File: config.mk
export PLATFORM = sky130hd
export DESIGN_NAME = cpu_core
export DESIGN_NICKNAME = d
export VERILOG_FILES = /design/src/rtl/cpu_core_pkg.sv /design/src/rtl/cpu_alu.sv /design/src/rtl/seven_seg_hex.sv /design/src/rtl/cpu_core.sv
export SDC_FILE = /design/constraint.sdc
export NUM_CORES = 1
export LEC_CHECK = 0
export BUFFER_PORTS_ARGS = -buffer_cell sky130_fd_sc_hd__buf_2
export CORE_MARGIN = 2
export CORE_UTILIZATION = 36
export DETAILED_ROUTE_END_ITERATION = 6
export GPL_TIMING_DRIVEN = 1
export PLACE_DENSITY = 0.55
export SLEW_MARGIN = 20
export SYNTH_ARGS = -nofsm -noshare
export SYNTH_HDL_FRONTEND = slang
export SYNTH_HIERARCHICAL = 1
export SYNTH_SLANG_ARGS = --single-unit
File: constraint.sdc
create_clock -name clk -period 10.4 [get_ports clk]
set_clock_uncertainty 0.15 [all_clocks]
set_input_delay 0.52 -clock clk [delete_from_list [all_inputs] [get_ports clk]]
set_output_delay 0.52 -clock clk [all_outputs]
set_load 0.02 [all_outputs]
File: src/rtl/cpu_core_pkg.sv
// Shared definitions for the multi-cycle cpu_core: opcodes, flag bit positions,
// FSM state encoding and opcode classification helpers.
package cpu_core_pkg;

    localparam logic [7:0] OP_ADD = 8'h00;
    localparam logic [7:0] OP_ADC = 8'h01;
    localparam logic [7:0] OP_SUB = 8'h02;
    localparam logic [7:0] OP_AND = 8'h03;
    localparam logic [7:0] OP_OR  = 8'h04;
    localparam logic [7:0] OP_XOR = 8'h05;
    localparam logic [7:0] OP_NOT = 8'h06;
    localparam logic [7:0] OP_SHL = 8'h07;
    localparam logic [7:0] OP_SHR = 8'h08;
    localparam logic [7:0] OP_LDI = 8'h09;
    localparam logic [7:0] OP_MOV = 8'h0A;
    localparam logic [7:0] OP_CMP = 8'h0B;

    localparam int FLAG_C = 0;
    localparam int FLAG_Z = 1;
    localparam int FLAG_N = 2;
    localparam int FLAG_V = 3;
    localparam int FLAG_P = 4;

    typedef enum logic [1:0] {
        ST_IDLE = 2'd0,
        ST_READ = 2'd1,
        ST_EXEC = 2'd2,
        ST_WB   = 2'd3
    } state_t;

    // Anything above CMP is treated as a NOP by the core.
    function automatic logic op_known(input logic [7:0] op);
        return op <= OP_CMP;
    endfunction

    function automatic logic op_writes(input logic [7:0] op);
        return (op < OP_CMP);
    endfunction

endpackage

File: src/rtl/cpu_alu.sv
// Combinational ALU for cpu_core: computes the result and {P,V,N,Z,C} flags
// for one opcode, with arithmetic carried out at WIDTH+1 bits.
module cpu_alu
    import cpu_core_pkg::*;
#(
    parameter int WIDTH = 16
) (
    input  logic [7:0]       op,
    input  logic [WIDTH-1:0] a,
    input  logic [WIDTH-1:0] b,
    input  logic [WIDTH-1:0] imm,
    input  logic             cin,
    output logic [WIDTH-1:0] result,
    output logic [4:0]       flags
);

    logic [WIDTH:0] ext;
    logic           c_bit;
    logic           v_bit;

    always_comb begin
        ext   = '0;
        c_bit = 1'b0;
        v_bit = 1'b0;
        case (op)
            OP_ADD, OP_ADC: begin
                ext   = {1'b0, a} + {1'b0, b} + {{WIDTH{1'b0}}, (op == OP_ADC) & cin};
                c_bit = ext[WIDTH];
                v_bit = (a[WIDTH-1] == b[WIDTH-1]) && (ext[WIDTH-1] != a[WIDTH-1]);
            end
            // The top bit of the extended difference is the borrow.
            OP_SUB, OP_CMP: begin
                ext   = {1'b0, a} - {1'b0, b};
                c_bit = ext[WIDTH];
                v_bit = (a[WIDTH-1] != b[WIDTH-1]) && (ext[WIDTH-1] != a[WIDTH-1]);
            end
            OP_AND: ext = {1'b0, a & b};
            OP_OR:  ext = {1'b0, a | b};
            OP_XOR: ext = {1'b0, a ^ b};
            OP_NOT: ext = {1'b0, ~a};
            OP_SHL: begin
                ext   = {a, 1'b0};
                c_bit = a[WIDTH-1];
            end
            OP_SHR: begin
                ext   = {2'b00, a[WIDTH-1:1]};
                c_bit = a[0];
            end
            OP_LDI: ext = {1'b0, imm};
            OP_MOV: ext = {1'b0, a};
            default: ext = '0;
        endcase
        result         = ext[WIDTH-1:0];
        flags          = '0;
        flags[FLAG_C]  = c_bit;
        flags[FLAG_Z]  = (ext[WIDTH-1:0] == '0);
        flags[FLAG_N]  = ext[WIDTH-1];
        flags[FLAG_V]  = v_bit;
        flags[FLAG_P]  = ~^ext[WIDTH-1:0];
    end

endmodule

File: src/rtl/seven_seg_hex.sv
// Active-low hex seven-segment decoder, seg[0]=a .. seg[6]=g.
// Only compiled when CPU_CORE_SEG_EN is defined, since nothing else uses it.
`ifdef CPU_CORE_SEG_EN
module seven_seg_hex (
    input  logic [3:0] hex,
    output logic [6:0] seg
);

    logic [6:0] on_q;

    always_comb begin
        case (hex)
            4'h0: on_q = 7'h3F;
            4'h1: on_q = 7'h06;
            4'h2: on_q = 7'h5B;
            4'h3: on_q = 7'h4F;
            4'h4: on_q = 7'h66;
            4'h5: on_q = 7'h6D;
            4'h6: on_q = 7'h7D;
            4'h7: on_q = 7'h07;
            4'h8: on_q = 7'h7F;
            4'h9: on_q = 7'h6F;
            4'hA: on_q = 7'h77;
            4'hB: on_q = 7'h7C;
            4'hC: on_q = 7'h39;
            4'hD: on_q = 7'h5E;
            4'hE: on_q = 7'h79;
            default: on_q = 7'h71;
        endcase
        seg = ~on_q;
    end

endmodule
`endif

File: src/rtl/cpu_core.sv
// Four-cycle multi-cycle core (IDLE->READ->EXEC->WB) with register file and ALU.
// Define CPU_CORE_SEG_EN to drive seg_out from per-nibble hex decoders on result.
module cpu_core
    import cpu_core_pkg::*;
#(
    parameter  int WIDTH = 16,
    parameter  int NREGS = 8,
    localparam int RW    = $clog2(NREGS)
) (
    input  logic                   clk,
    input  logic                   rst,
    input  logic                   instr_valid,
    output logic                   instr_ready,
    input  logic [7:0]             opcode,
    input  logic [RW-1:0]          rd,
    input  logic [RW-1:0]          rs1,
    input  logic [RW-1:0]          rs2,
    input  logic [WIDTH-1:0]       imm,
    input  logic                   cin,
    output logic [WIDTH-1:0]       result,
    output logic                   result_valid,
    output logic [4:0]             flags,
    output logic [7*(WIDTH/4)-1:0] seg_out
);

    state_t           state_q;
    logic             ready_q;
    logic             valid_q;
    logic [WIDTH-1:0] result_q;
    logic [4:0]       flags_q;
    logic [7:0]       op_q;
    logic [RW-1:0]    rd_q, rs1_q, rs2_q;
    logic [WIDTH-1:0] imm_q;
    logic             cin_q;
    logic [WIDTH-1:0] a_q, b_q;
    logic [WIDTH-1:0] regs_q [NREGS];
    logic [WIDTH-1:0] rs1_val, rs2_val;
    logic [WIDTH-1:0] result_d;
    logic [4:0]       flags_d;

    // Register 0 is hardwired to zero on the read side as well.
    assign rs1_val = (rs1_q == '0) ? '0 : regs_q[rs1_q];
    assign rs2_val = (rs2_q == '0) ? '0 : regs_q[rs2_q];

    cpu_alu #(.WIDTH(WIDTH)) u_alu (
        .op     (op_q),
        .a      (a_q),
        .b      (b_q),
        .imm    (imm_q),
        .cin    (cin_q),
        .result (result_d),
        .flags  (flags_d)
    );

    always_ff @(posedge clk or posedge rst) begin
        if (rst) begin
            state_q  <= ST_IDLE;
            ready_q  <= 1'b1;
            valid_q  <= 1'b0;
            result_q <= '0;
            flags_q  <= '0;
            op_q     <= '0;
            rd_q     <= '0;
            rs1_q    <= '0;
            rs2_q    <= '0;
            imm_q    <= '0;
            cin_q    <= 1'b0;
            a_q      <= '0;
            b_q      <= '0;
            for (int i = 0; i < NREGS; i++) regs_q[i] <= '0;
        end else begin
            valid_q <= 1'b0;
            case (state_q)
                ST_IDLE: begin
                    if (instr_valid && ready_q) begin
                        op_q    <= opcode;
                        rd_q    <= rd;
                        rs1_q   <= rs1;
                        rs2_q   <= rs2;
                        imm_q   <= imm;
                        cin_q   <= cin;
                        ready_q <= 1'b0;
                        state_q <= ST_READ;
                    end
                end
                ST_READ: begin
                    a_q     <= rs1_val;
                    b_q     <= rs2_val;
                    state_q <= ST_EXEC;
                end
                // Results land at the EXEC->WB edge so WB presents them with result_valid.
                ST_EXEC: begin
                    valid_q <= 1'b1;
                    if (op_known(op_q)) begin
                        result_q <= result_d;
                        flags_q  <= flags_d;
                        if (op_writes(op_q) && (rd_q != '0)) regs_q[rd_q] <= result_d;
                    end
                    state_q <= ST_WB;
                end
                ST_WB: begin
                    ready_q <= 1'b1;
                    state_q <= ST_IDLE;
                end
                default: state_q <= ST_IDLE;
            endcase
        end
    end

    assign instr_ready  = ready_q;
    assign result_valid = valid_q;
    assign result       = result_q;
    assign flags        = flags_q;

`ifdef CPU_CORE_SEG_EN
    for (genvar k = 0; k < WIDTH/4; k++) begin : g_seg
        seven_seg_hex u_seg (
            .hex (result_q[4*k +: 4]),
            .seg (seg_out[7*k +: 7])
        );
    end
`else
    assign seg_out = '1;
`endif

endmodule

Yosys cells after proc, flatten, opt, wreduce, memory -nomap -nowiden
Index checks and enable logic that the tools add are counted.

storage, ports and cells
  register bits = 219
  input port bits = 37
  output and inout port bits = 51
  logic and storage cells = 95

cells by class
  add/subtract/negate cells = 3
  $lt $le $gt $ge = 6
  equal/unequal tests = 19
  mux-type cells = 19
  bitwise operators = 8
  reductions and logical operators = 19

operator list
  operator                                              count
  case mux 16 bit (10 select lines)                     1
  bitwise mux 128 bit                                   1
  2-to-1 mux 16 bit                                     7
  binary-select mux 16 bit (select 3 bit)               2
  demux 16 bit (select 3 bit)                           1
  == test 8 x 3 -> 1 bit (second input constant)        4
  == test 8 x 4 -> 1 bit (second input constant)        4
  adder 16 x 16 -> 17 bit                               1
  adder 17 x 1 -> 17 bit                                1
  subtractor 16 x 16 -> 17 bit                          1
  bitwise AND 16 bit                                    1
  == test 8 x 2 -> 1 bit (second input constant)        2
  zero test 16 bit                                      1
  NOT 16 bit                                            1
  OR 16 bit                                             1
  XNOR reduction 16 bit                                 1
  XOR 16 bit                                            1
  >= comparator 4 bit (second input constant)           3
  NOT 3 -> 4 bit                                        3
  == test 8 x 1 -> 1 bit (second input constant)        1
  <= comparator 8 x 4 -> 1 bit (second input constant)  1
  zero test 8 bit                                       1
  < comparator 8 x 4 -> 1 bit (second input constant)   1
  case mux 2 bit (4 select lines)                       1
  other kinds (19)                                      32

Longest topological paths before layout
Gate-level depths: netlist (run 1).

  depth in word-level cells = 6
  gate-level depth with buffers = 19
  mapped depth without buffers = 17

Cells and area by module
The synthesis (run 1) kept the hierarchy.

by module, submodules not included
  module    times used  cells each  area an instance (um^2)  seq. area each (um^2)
  cpu_core  1           716         9725.6                   5081.1
  cpu_alu   1           528         3562.2                   0.0

Least setup slack after synthesis (run 1)
No wires, ideal clock.

  path kind = flip-flop to flip-flop
  start = register op_q[0]
  end = register flags_q[4] (netlist: flags[4])
  library setup time = 0.125 ns
  arrival = 4.397 ns
  required time = 10.125 ns
  setup slack = 5.728 ns
  stages on the path, launching flop included = 20
  buffers on the path = 4
  period minus slack after synthesis = 4.672 ns
  cell sequence = dfrtp_1 > buf_2 > buf_2 > clkbuf_1 > clkbuf_1 > nand4_1 > fa_1 > fa_1 > nor2b_1 > o31ai_1 > a21oi_1 > a21oi_1 > a221oi_1 > a21boi_0 > a2111oi_0 > ha_1 > xnor2_1 > xnor2_1 > xnor2_1 > mux2_2

on the way
  longest elaborated chain between the ends = 5
  elaborated cells on any way between the ends = 20
  those cells by class = add/sub (1); order compare (1); eq/ne (11); mux (1); bitwise (1); reduce/logical (5)

RTL lines
  element                                RTL line                      text
  start, declared                        cpu_core.sv:31                logic [7:0] op_q;
  start signal, assigned                 cpu_core.sv:76                op_q <= opcode;
  == test 8 x 1 -> 1 bit                 cpu_alu.sv:25, cpu_alu.sv:27
  bitwise AND 1 bit                      cpu_alu.sv:27                 ext = {1'b0, a} + {1'b0, b} + {{WIDTH{1'b0}}, (op == OP_ADC) & cin};
  adder 17 x 1 -> 17 bit                 cpu_alu.sv:27
  case mux 16 bit (10 select lines) (*)  cpu_alu.sv:25                 case (op)
  XNOR reduction 16 bit (*)              cpu_alu.sv:59                 flags[FLAG_P] = ~^ext[WIDTH-1:0];
  net flags_d[4]                         cpu_core.sv:39                logic [4:0] flags_d;
  end signal, assigned                   cpu_core.sv:96                flags_q <= flags_d;
  end, declared                          cpu_core.sv:30                logic [4:0] flags_q;

The timed path passes the listed nets; every way through them passes the cells marked *.
A chain may end at the register's enable or synchronous reset.

Worst setup path in the final report (run 1)
  start = register op_q[4]
  end = register flags_q[4] (netlist: flags[4])

Same word-level chain as after synthesis.

==> results list, run 1 <==
- Cell area after synthesis: approximately 0.013 mm2
- Die Ht: ~200 um
- Die boundary width: roughly 200 um
- The first global-routing pass estimated between 60000 and 70000 um of wire.
- Counting cells, the worst reg-to-reg path comes to 16.
- Global routing finished with a remaining overflow of 0.
* Class of the most critical hold timing path: primary input to asynchronous set/reset pin
- Among all flip-flop cells after synthesis, the most frequent one is dfrtp_1.
- Across the run, the number of max-cap violations was 0.
* Global-route usage over all layers: a little over a fifth
* Clock buffer count from CTS: 25
- Entering global routing, the biggest net connects about 130 pins.
- Placer Congestion: just over 0.9
- The clock passes through at most 3 buffers.
- DR vias: roughly 10000
* Reg-to-reg endpoint: flags[4]$_DFFE_PP0P_
* Via density: 5.79
- Static leakage power: approximately 6.7 nW
* Hold Slack: -11.7 ps
- Number of hold buffers added after cts: 0
- STA classifies the critical path endpoint as a flop.
- STA classifies the critical path startpoint as a flop.
- Largest fanout on the critical path: 12
- The run finished, with violations left.
- The design draws a little over 0.005 W.
- Internal power comes to ~0.0027 W.
* IO Count: 88
- TritonCTS clock tree: built
- Count of standard-cell rows: 70
* Netlist cell types: 85
- Cells fill 40.3% of the core in the end.
- FFs w/ async S/R, synth: 100%
- Hold violation total from the final report: 3
- Synthesized flop and latch total: slightly above 200
- The area growth from synthesis to layout is 10.9%.
- Post-route minimum period: 5310 ps
* Proportion of netlist area held by the largest area contributor: roughly two fifths
- Part of the total power dissipated in combinational logic: 55.5%
- STA puts the critical path data required time at about 11000 ps.
- Count of nets after finishing: 1372
- For the final routed database, the setup TNS stands at 0 ps.
- CTS saw roughly 200 sinks.
- Once the clock tree was built, the resizer swapped 0 gates to a different size.
* Worst Path Arrival: between 5000 and 6000 ps
- Number of buffers inserted to repair setup after CTS: 0
* # port buffers: 59
- Sequential elements use a little under two fifths of the synthesized area.
- The first routing iteration left ~970 violations.
- Setup violations remaining at the end of the flow were counted as 0.
* Leading cell types by total area after synthesis: dfrtp_1, mux2_2, ha_1
* Cell at the root of the clock tree: clkbuf_16
* Peak clock frequency supported by timing: about 0.19 GHz
* Core box area: between 0.03 and 0.04 mm2
* Area enclosed by the die boundary: 0.0385 mm2
- Initial core utilization: 36.4%
- Setup repair after global routing left no endpoint under its margin.
* Gate Count Post-Synth: approximately 1200
- Met3 routed WL: ~2100 um
- Count of placed standard cells in the final layout, fillers left out: between 1500 and 2000
* DP Wirelength: roughly 28000 um
* Met1 wire length: between 15000 and 20000 um
- The largest total area in the synthesized netlist belongs to dfrtp_1.
* Syn_area_per_cell: ~11 um2
- Of the available clock period, the critical path in the final layout requires about 51%.
- Count of H-tree levels built during CTS: 1
- Wire segments on met2 add up to about 18000 um in the final route.
* Worst slew pin tran: 1140 ps
* Final antenna-violating net count: 0
- 1st-pass router iterations: 5
- The checks that failed: hold timing.
* Worst-Skew Late Latency: roughly 560 ps
- Pre-CTS WS: 5270 ps
- Across all register-to-register paths, the minimum setup slack is 5090 ps.
* Clock-pin transition on the worst setup and hold timing paths: around 70 ps
- Number of cells after detailed placement: 1712
- Switch Pwr: between 0.002 and 0.0025 W
* Worst Path Class, Setup: flop to flop
- Critical R2R Launch: op_q[4]$_DFFE_PP0P_
- After detailed routing, the average wire length per cell comes to between 20 and 25 um.
- Worst VDD drop: roughly 0.18 mV
- In this run, the clock network consumes between 10% and 20% of the power.
* Max_slew headroom: 23.3%
- Number of global-route vias before repair: approximately 10000
- Power Density: 344 mW/mm2
* YS warnings: 6
- DR DRC count: 0
- Number of antenna repair diodes: 0
- Fraction of final layout cells with drive strength greater than 1: between 20% and 30%
* Slew Viols, Final: 0
- Number of antenna violations at the first check in global routing: 0
- Sequential Power Share: a little over a quarter
- In the post-route analysis, the smallest setup slack over all paths is a little over 5000 ps.
- The routed design has ~40000 um of wire.
* Top routing layer in use: met4
- Net switching is 46.6% of the power.
- Post-synth EDFFs: 0
==> stage by stage <==
stage,cell area (um2),hold slack [ps]
floorplan,13400,324
detailed placement,13900,338
CTS,14700,28.8
finish,14700,-11.7
global placement,13900,342
global route,14700,42.3
==> per-layer routing <==
metal / vias to the layer above / global-route usage [%]
met4: 0 / 7.58
met1: 5096 / 29.1
met3: 80 / 2.99
met5: - / 0
met2: 364 / 32.9
li1: 4639 / -
==> critical path, cell delays in order, from the launching register on <==
cell and delay (ps):
dfrtp_1 430, nor4_4 470, nor2b_1 200, buf_4 200
nand4_1 130, fa_1 430, nor2b_1 230, o21ai_0 130
a2111oi_0 940, nor3_1 180, a221o_1 360, a221oi_1 370
ha_1 320, xnor2_1 190, xnor2_1 150, xnor2_1 80
mux2_2 260
==> cells in the final DEF, fill, tap and decap left out, types with 33 or more instances in the layout <==
cell type / Yosys / routed
a22oi_1: 40 / 40
inv_1: 52 / 51
dfrtp_1: 202 / 200
mux2i_1: 73 / 73
buf_2: 20 / 59
ha_1: 61 / 60
nor2_1: 75 / 75
a21oi_1: 44 / 44
o221ai_1: 33 / 33
nand2_1: 43 / 43
mux2_2: 188 / 188
==> sequential cells by signal, indices dropped and copies added, names as in the netlist <==
name,flops
flags,5
a_q,16
op_q,8
state_q,2
imm_q,16
cin_q,1
rs1_q,3
instr_ready,1
regs_q,112
result_valid,1
rd_q,3
rs2_q,3
b_q,16
result,16
==> synthesized netlist by cell type, drive strengths merged, types with 7 or more instances <==
library cell    n
nand3          12
a21o            8
clkbuf         44
nand2b         17
o22a           30
a31oi           9
a22oi          40
o21ai          31
o21a            8
mux2i          73
dfrtp         202
buf            67
o221ai         33
o211ai          7
a21oi          44
ha             61
a221oi          7
nand2          44
xnor2           8
o32ai           7
nor3           27
o22ai          11
inv            52
mux2          198
nor2b          16
nor2           76
==> layout make-up <==
| cell class | count | area (um2) |
|---|---|---|
| Clock buffer | 36 | 747 |
| Clock inverter | 9 | 95.1 |
| Fill cell | 3534 | 21800 |
| Inverter | 52 | 203 |
| Multi-Input combinational cell | 905 | 7530 |
| Sequential cell | 203 | 5080 |
| Tap cell | 468 | 586 |
| Timing Repair Buffer | 84 | 483 |
==> power by group through the flow <==
stage	sequential [W]	combinational (W)	clock (W)
2_1_floorplan	0.00128	0.00202	0
3_3_place_gp	0.00136	0.00274	0
3_5_place_dp	0.00138	0.00275	0
4_1_cts	0.00136	0.00277	0.000908
5_1_grt	0.00141	0.00304	0.000940
6_report	0.00136	0.00281	0.000888
==> logic make-up after synthesis <==
logic type | synth area share (%)
flops | 38.2
xor+xnor | 0.527
mux | 23.1
compound gates | 16.8
simple gates | 9.11
buf+inv | 6.05
fa+ha+maj | 6.20
other cells | 0.0282
==> worst max path at each step <==
stage	startpoint	slack (ps)	cells after the start	end
3_5_place_dp	op_q[4]$_DFFE_PP0P_	5270	16	flags[4]$_DFFE_PP0P_
4_1_cts	op_q[4]$_DFFE_PP0P_	5260	16	flags[4]$_DFFE_PP0P_
2_1_floorplan	rst	4190	1	a_q[0]$_DFFE_PP0N_
6_report	op_q[4]$_DFFE_PP0P_	5090	16	flags[4]$_DFFE_PP0P_
5_1_grt	op_q[4]$_DFFE_PP0P_	4780	17	flags[4]$_DFFE_PP0P_
3_3_place_gp	op_q[4]$_DFFE_PP0P_	5340	17	flags[4]$_DFFE_PP0P_
(Power assumes the default switching activity.)
==> run 2: changes to the inputs <==
PLACE_DENSITY = 0.57   (was 0.55)
clock period = 4.5 ns   (was 10.4 ns; I/O delays follow)
==> run 2 against run 1 <==
Compared with the run above:
- register-to-register slack worse by 5100 ps
- via count is 4.7% higher
- final cell count increased by 5.0%
- critical endpoint unchanged
- largest cell class unchanged
- the run ends with setup timing left
- core utilization grew 2.4 points
- critical path type unchanged
- clock power rose by 120%
- combinational power grew to 2.5 times the previous value
==> results list, run 2 (synthesized netlist as in run 1, its figures left out) <==
* Class of the most critical hold timing path: primary input to asynchronous set/reset pin (unchanged)
* CP Launch Type: flop (unchanged)
- Number of antenna violations at the first check in global routing: 0 (unchanged)
- The number of routed nets with antenna violations is 0 (unchanged).
- Fraction of final layout cells with drive strength greater than 1: 30.8% (was 27.7%)
- Commonest non-fill, non-tap cell in the layout: dfrtp_1 (unchanged)
- The largest register by flop count was regs_q (unchanged).
* Peak clock frequency supported by timing: 0.222 GHz (was 0.188 GHz)
* # port buffers: 59 (unchanged)
* Max_cap viols: 0 (unchanged)
* Worst VDD drop: 0.437 mV (was 0.180 mV)
- Cell with the most instances on the worst path: xnor2_1 (unchanged)
* Commonest cells after routing, fill and taps aside: dfrtp_1, mux2_2, buf_4, nor2_1, mux2i_1 (was dfrtp_1, mux2_2, nor2_1, mux2i_1, ha_1)
- The remaining max-slew budget at the tightest pin came to 29.9% (was 23.3%).
- Critical R2R Launch: op_q[4]$_DFFE_PP0P_ (unchanged)
- The number of detailed-routing iterations run before antenna repair was 7 (was 5).
- Hold violation total from the final report: 0 (was 3)
- The first-pass GRT wire length came to 63700 um (was 61900 um).
* Power Density: 786 mW/mm2 (was 344 mW/mm2)
- Count of standard-cell rows: 70 (unchanged)
* Die Ht: 196 um (unchanged)
- Worst setup slack for register-to-register paths: -7 ps (was 5090 ps)
- Starting DRT DRC Count: 1066 (was 969)
* Routed WL: 41300 um (was 40000 um)
- Die boundary width: 196 um (unchanged)
- Clock-pin transition on the worst setup and hold timing paths: 60 ps (was 70 ps)
* Worst slew pin tran: 1020 ps (was 1140 ps)
- The worst setup slack after placement was -185 ps (was 5270 ps).
- The clock insertion delay at the later pin of the skew report came to 530 ps (was 560 ps).
- Post-route clock period utilization: 100% (was 51.0%)
- Final setup violating endpoints: 1 (was 0)
* Core box area: 0.0365 mm2 (unchanged)
- The number of buffer and inverter stages on the critical path came to 0 (was 1).
- The required time of the critical path was 4760 ps (was 10690 ps).
- The critical path's largest stage delay came to 460 ps (was 940 ps).
- Initial core utilization: 36.4% (unchanged)
- The wire length per cell after detailed routing is 22.4 um (was 22.8 um).
* Count of nets after finishing: 1461 (was 1372)
- Post-layout utilization of the core: 42.7% (was 40.3%)
- Buffer levels on the longest clock path: 3 (unchanged)
- The number of vias in the routed layout was 10700 (was 10200).
- Number of sinks handled by clock tree synthesis: 203 (unchanged)
- Unrepaired setup endpoints after global routing: true (was false).
- The number of remaining DRC errors came to 0 (unchanged).
* Slowest-stage cell, CP: fa_2 (was a2111oi_0)
* Placer Congestion: 0.931 (was 0.926)
- The count of filler cells inserted in the layout came to 3464 (was 3534).
- Worst path cell trace: nor4_4, nor2b_4, nand4_1, fa_2, fa_2, nor2b_4, o31ai_4, a211oi_2, or2_4, a31oi_1, o21a_1, o211a_1, ha_1, xnor2_1, xnor2_1, xnor2_1, mux2_2 (was nor4_4, nor2b_1, buf_4, nand4_1, fa_1, nor2b_1, o21ai_0, a2111oi_0, nor3_1, a221o_1, a221oi_1, ha_1, xnor2_1, xnor2_1, xnor2_1, mux2_2).
- The cell class contributing the biggest share of worst-path delay is adder cells (was compound AO/OA/AOI/OAI gates).
- Largest fanout on the critical path: 4 (was 12)
- The kind of capture point of the worst setup path was a flop (unchanged).
* Setup slack after layout: -6.98 ps (was 5090 ps)
* Depth of the worst register-to-register path: 17 (was 16)
- Failing checks: setup timing (was hold timing).
- The residual overflow from global routing came to 0 (unchanged).
- The end of the worst register-to-register path is flags[4]$_DFFE_PP0P_ (unchanged).
- The final HPWL from detailed placement came to 28600 um (was 27600 um).
* Post-route minimum period: 4510 ps (was 5310 ps)
- Global-route usage over all layers: 21.4% (was 20.9%)
- Cell at the root of the clock tree: clkbuf_16 (unchanged)
- The total power after layout came to 0.0123 W (was 0.00506 W).
* Via density: 5.78 (was 5.79)
* Worst Path Arrival: 4760 ps (was 5600 ps)
- Count of H-tree levels built during CTS: 1 (unchanged)
* Clock buffer count from CTS: 24 (was 25)
- Status: finished, violations left (unchanged)
* Static leakage power: 7.15 nW (was 6.74 nW)
- Largest net degree at the start of global routing: 114 (was 132)
- Worst Path Class, Setup: flop to flop (unchanged)
- The TritonCTS clock tree was built (unchanged).
- The number of pins exceeding their max-slew limit in the final report is 0 (unchanged).
- IO Count: 88 (unchanged)
- Number of flip-flops under the largest register name: 112 (unchanged)
- The synthesis-to-finish area growth came to 17.3% (was 10.9%).
- Number of antenna repair diodes: 0 (unchanged)
- Number of global-route vias before repair: 10600 (was 10100)
- The total die area came to 0.0385 mm2 (unchanged).
[run 2: area by class of cell]
class | instances | area (um2) | area share, %
Clock inverter | 6 | 68.8 | 0.441
Inverter | 52 | 199 | 1.28
Timing Repair Buffer | 174 | 1270 | 8.17
Multi-Input combinational cell | 905 | 7650 | 49.1
Tap cell | 468 | 586 | 3.76
Sequential cell | 203 | 5080 | 32.6
Clock buffer | 36 | 727 | 4.66
[run 2: worst max-delay path by stage]
stage | start | end | slack (ps) | cells past startpoint
2_1_floorplan | op_q[6]$_DFFE_PP0P_ | flags[4]$_DFFE_PP0P_ | 4 | 18
3_3_place_gp | op_q[5]$_DFFE_PP0P_ | flags[4]$_DFFE_PP0P_ | -150 | 17
3_5_place_dp | op_q[5]$_DFFE_PP0P_ | flags[4]$_DFFE_PP0P_ | -180 | 17
4_1_cts | op_q[5]$_DFFE_PP0P_ | flags[4]$_DFFE_PP0P_ | -4 | 17
5_1_grt | op_q[4]$_DFFE_PP0P_ | flags[4]$_DFFE_PP0P_ | -130 | 17
6_report | op_q[4]$_DFFE_PP0P_ | flags[4]$_DFFE_PP0P_ | -7 | 17
[run 2: where the power goes]
| group | switching [W] | leakage (nW) | total, W | internal (W) |
|---|---|---|---|---|
| sequential | 0.000720 | 2.67 | 0.00315 | 0.00243 |
| combinational | 0.00411 | 4.09 | 0.00714 | 0.00303 |
| clock | 0.000788 | 0.388 | 0.00196 | 0.00117 |
| total | 0.00562 | 7.15 | 0.0123 | 0.00663 |
[run 2: metal layers]
layer  track usage, %  part of all wire, %  up-vias  routed length (um)
met1             30.1                   45     5370               18600
met3             2.68                  6.0       91                2500
met2             33.5                   45      386               18600
met4             8.28                  3.9        0                1590
met5                0                    0        -                   0
li1                 -                    -     4808                   -
[run 2: worst reg2reg max path, stage by stage (launching register included)]
cell and delay [ps]:
dfrtp_1 410, nor4_4 330, nor2b_4 200, nand4_1 240
fa_2 460, fa_2 420, nor2b_4 150, o31ai_4 80
a211oi_2 280, or2_4 190, a31oi_1 80, o21a_1 210
o211a_1 210, ha_1 280, xnor2_1 200, xnor2_1 160
xnor2_1 80, mux2_2 250
[run 2: repair_timing]
item                                   in CTS  in global routing
pin swaps                                   5                 22
setup endpoints to repair                   1                  1
hold buffers                               36                  0
resized for setup                          10                 20
endpoints found under the hold margin      52                  0
buffers inserted                            0                  4
[run 2: per-stage QoR]
stage,cell area [um2],hold WS [ps],TNS [ps],instances
floorplan,13400,226,0,1271
global placement,14300,121,-150,1762
detailed placement,14300,122,-185,1762
CTS,15500,118,-4.33,1840
global route,15600,156,-134,1844
finish,15600,118,-6.98,1844
